`config.mk`:
```
export PLATFORM = sky130hd
export DESIGN_NAME = alu_result_stage
export DESIGN_NICKNAME = d
export VERILOG_FILES = /design/src/rtl/alu_result_stage.sv
export SDC_FILE = /design/constraint.sdc
export NUM_CORES = 1
export LEC_CHECK = 0
export BUFFER_PORTS_ARGS = -buffer_cell sky130_fd_sc_hd__buf_2
export CORE_MARGIN = 5
export CORE_UTILIZATION = 55
export DETAILED_ROUTE_END_ITERATION = 12
export PLACE_DENSITY = 0.81
export SLEW_MARGIN = 15
export SYNTH_ARGS = -nofsm -noshare
export SYNTH_HDL_FRONTEND = slang
export SYNTH_SLANG_ARGS = --single-unit
```
`constraint.sdc`:
```
create_clock -name clk -period 5.79 [get_ports clk]
set_clock_uncertainty 0.1 [all_clocks]
set_input_delay 0.579 -clock clk [delete_from_list [all_inputs] [get_ports clk]]
set_output_delay 0.579 -clock clk [all_outputs]
set_load 0.02 [all_outputs]
```
`src/rtl/alu_result_stage.sv`:
```
// Result stage behind the 16-bit ALU: holds the architectural flags register,
// returns CF to the ALU carry input and queues results toward writeback.
module alu_result_stage #(
    parameter int DEPTH = 2,
    parameter int TAGW  = 3
) (
    input  logic            clk,
    input  logic            rst,
    input  logic            in_valid,
    output logic            in_ready,
    input  logic [4:0]      F,
    input  logic [15:0]     Result,
    input  logic [5:0]      Status,
    input  logic [TAGW-1:0] Tag,
    output logic            Cin,
    output logic [5:0]      Flags,
    output logic            out_valid,
    input  logic            out_ready,
    output logic [15:0]     out_result,
    output logic [TAGW-1:0] out_tag,
    output logic            illegal_op
);

    logic [15:0]     r_data [DEPTH];
    logic [TAGW-1:0] r_tag  [DEPTH];
    logic            r_wptr;
    logic            r_rptr;
    logic [1:0]      r_count;
    logic [5:0]      r_flags;
    logic            r_illegal;

    logic            w_push;
    logic            w_pop;
    logic [5:0]      w_flags_next;
    logic            w_illegal;

    // in_ready comes only from the registered count, so a full queue never
    // accepts even when the head is popped in the same cycle.
    assign in_ready   = (r_count < 2'd2);
    assign out_valid  = (r_count != 2'd0);
    assign w_push     = in_valid && in_ready;
    assign w_pop      = out_valid && out_ready;
    assign out_result = out_valid ? r_data[r_rptr] : 16'h0000;
    assign out_tag    = out_valid ? r_tag[r_rptr]  : '0;
    assign Flags      = r_flags;
    assign Cin        = r_flags[5];
    assign illegal_op = r_illegal;

    // Flag bit order {CF,ZF,NF,VF,PF,AF}
    always_comb begin
        w_flags_next = r_flags;
        w_illegal    = 1'b0;
        casez (F)
            5'b00001, 5'b00011, 5'b00100, 5'b00101, 5'b00110, 5'b00111:
                w_flags_next = Status;
            5'b010??:
                w_flags_next = {1'b0, Status[4], Status[3], 1'b0, Status[1], r_flags[0]};
            5'b10???:
                w_flags_next = {Status[5], Status[4], Status[3], r_flags[2], Status[1], r_flags[0]};
            default:
                w_illegal = 1'b1;
        endcase
    end

    always_ff @(posedge clk) begin
        if (rst) begin
            for (int i = 0; i < DEPTH; i++) begin
                r_data[i] <= '0;
                r_tag[i]  <= '0;
            end
            r_wptr    <= 1'b0;
            r_rptr    <= 1'b0;
            r_count   <= 2'd0;
            r_flags   <= 6'b000000;
            r_illegal <= 1'b0;
        end else begin
            if (w_push) begin
                r_data[r_wptr] <= Result;
                r_tag[r_wptr]  <= Tag;
                r_wptr         <= ~r_wptr;
                r_flags        <= w_flags_next;
                if (w_illegal) begin
                    r_illegal <= 1'b1;
                end
            end
            if (w_pop) begin
                r_rptr <= ~r_rptr;
            end
            case ({w_push, w_pop})
                2'b10:   r_count <= r_count + 2'd1;
                2'b01:   r_count <= r_count - 2'd1;
                default: r_count <= r_count;
            endcase
        end
    end

endmodule

```
==> results by group <==
Run status
  – Status: completed

Clocking
  – Clk slew on worst S/H paths: 0.09 ns
  – Post-CTS Setup Bufs: 0
  – H-tree levels: 2
  – Root buffer cell: clkbuf_8
  – Post-CTS Resized: 0
  – Sink Count: 50
  – Cts-stage hold buffer count: 0
  – Clock Latency Late Sink: 0.30 ns
  – CTS max path bufs: 2
  – Num CTS Buffers: 5
  – CTS tree: yes

Synthesis
  – Number of synthesized flops with an enable pin: 38
  – Seq/Total Area, Yosys: 0.605
  – Ys async rst share: 0
  – Yosys cell types: 31
  – FF+latch count, synth: 50
  – Most frequent cell after synthesis: and2_1
  – Ys flop type: edfxtp_1
  – Syn_area_per_cell: 12.1 um^2
  – Cell Area, Synth: 2280 um^2
  – Yosys warning total: 0
  – Synth area leader: edfxtp_1
  – Yosys top cell area share: 0.500
  – Syn nets: 223
  – Post-synth top cells: and2_1, edfxtp_1, nor2_1, mux2i_1, dfxtp_1
  – Synthesized instance count: 188
  – Top post-synthesis cells by area: edfxtp_1, and2_1, dfxtp_1

STA
  – Final setup violating endpoints: 0
  – Slew margin rel.: 0.284
  – Hold Fails Final Rpt: 0
  – Max-slew violations: 0
  – Tcrit/Tclk final: 0.440
  – Tmin final: 2.55 ns
  – Sum Neg Setup Slack: 0 ns
  – Fmax: 0.392 GHz
  – RSZ-0062 raised after global routing: no
  – Final WS setup: 3.24 ns
  – Worst Tran Pin Value: 1.07 ns

Global route
  – Grt total ovfl: 0
  – Vias in the first global route: 1,523
  – Initial antenna violation count: 0
  – Largest net degree at the start of global routing: 21
  – GR Util All Layers: 0.160
  – First-pass GRT wire length: 6740 um

Floorplan
  – Boundary Pins: 63
  – Die Y: 74.4 um
  – Row count: 23
  – Die ar.: 5540 um^2
  – Chip Width: 74.4 um
  – CORE AREA: 4000 um^2
  – Initial cell density of the core: 0.571

Worst setup path
  – Startpoint types: register
  – Critical path peak fanout: 19
  – Arr. time, crit path: 1.87 ns
  – CP required: 5.11 ns
  – CP top delay family: flip-flops
  – CP cell instances: mux2i_1, nor2_1, buf_2
  – FF-to-FF End: r_data[1][13]$_SDFFCE_PN0P_
  – CP bufs+invs: 1
  – Launching point of the worst reg2reg path: r_count[1]$_SDFFE_PP0P_
  – Critical path class: reg2out
  – R2R setup slack: 3.31 ns
  – Max incr delay on CP: 1.04 ns
  – Slowest CP cell: dfxtp_1
  – Reg2Reg Depth: 4
  – Worst Setup End Kind: output pin

Finish
  – Layout area overhead: 19.6%
  – Layout Utilization: 0.682
  – Ant diodes: 0
  – Final net count: 282
  – Share of layout cells above drive strength 1: 0.310

Routing
  – DR vias: 1,498
  – Final wirelength: 4070 um
  – Initial drt markers: 34
  – # DRC: 0
  – Post-route ant nets: 0
  – Pre-antenna DRT Iters: 4
  – DR WL/cell: 13.6 um
  – Vias/cell: 5.03

Hold path
  – Worst hold path class: reg2reg
  – Worst Hold Path EP: illegal_op$_SDFFE_PP0P_
  – Hold depth: 2
  – Hold_sp: illegal_op$_SDFFE_PP0P_

Placed design
  – # port buffers: 61
  – Place WS: 3.00 ns
  – Gp weighted congestion: 0.679
  – DP Wirelength: 2850 um

Power
  – Power, Total: 1.11 mW
  – PD cells: 408 nW/um^2
  – Peak supply drop: 0.000211 V
  – Leakage: 1.15 nW

Run
  – Max-cap violations: 0
[layout by cell type, fill, tap and decap left out, types with 2 or more instances in the layout]
master    netlist  layout
a21oi_1         5       5
and2_1         39      39
buf_2           2      61
clkbuf_8        0       5
dfxtp_1        12      12
edfxtp_1       38      38
inv_1           4       4
mux2i_1        22      22
nand2b_1        6       6
nand4b_1        2       2
nor2_1         26      26
nor3_1          2       2
o21ai_0         3       3
o41ai_1         2       2
xnor2_1         2       2
xor2_1          2       2
[state kept, by name, summed over array words and instances (netlist names), named ones only]
name        count
r_count         2
r_wptr          1
r_rptr          1
r_tag           6
r_data         32
illegal_op      1
Flags           6
[layer usage]
metal  wire (um)  global-route usage
met1        1680               0.183
met2        2060               0.287
met5           0                   0
met3         273              0.0432
met4          50              0.0593
[cell families (layout without fill, tap and decap cells)]
kind of cell / count (synthesis) / in the layout / share of synthesized area
flops: 50 / 50 / 0.605
xor+xnor: 4 / 4 / 0.0154
simple gates: 83 / 83 / 0.212
mux: 22 / 22 / 0.0965
compound gates: 13 / 13 / 0.0351
buf+inv: 15 / 75 / 0.0302
fa+ha+maj: 1 / 1 / 0.00548
[stage by stage]
step	cells	cell area, um^2	hold slack (ns)
2_1_floorplan	188	2280	0.372
6_report	298	2730	0.350
3_5_place_dp	290	2620	0.336
5_1_grt	298	2730	0.379
3_3_place_gp	290	2620	0.333
4_1_cts	298	2730	0.349
[where the power goes]
part           internal (mW)  switching (mW)
combinational          0.145           0.221
sequential             0.458          0.0510
clock                  0.129           0.109
[worst register-to-register path: cells and delay by family, from the launching register on]
| family | cells | cell delay (ns) |
|---|---|---|
| buffers and inverters | 1 | 0.10 |
| AND/OR/NAND/NOR | 3 | 1.55 |
| flip-flops | 1 | 0.38 |
[cell type report]
class / instances / area, um^2
Clock buffer: 6 / 72.6
Clock inverter: 2 / 37.5
Fill cell: 314 / 1270
Tap cell: 50 / 62.6
Inverter: 5 / 21.3
Sequential cell: 50 / 1380
Timing Repair Buffer: 62 / 313
Multi-Input combinational cell: 123 / 841
[how the worst max path moves through the flow]
stage | from | to | slack (ns) | cells after the start
detailed placement | in_valid | r_tag[1][0]$_SDFFCE_PN0P_ | 3.00 | 5
global route | register | out_result[9] | 3.08 | 3
CTS | register | out_result[0] | 3.20 | 3
global placement | in_valid | r_tag[1][0]$_SDFFCE_PN0P_ | 3.00 | 5
floorplan | in_valid | r_data[0][0]$_SDFFCE_PN0P_ | 3.51 | 3
finish | register | out_result[9] | 3.24 | 3
Note: power is estimated with default switching activity, not from simulation.
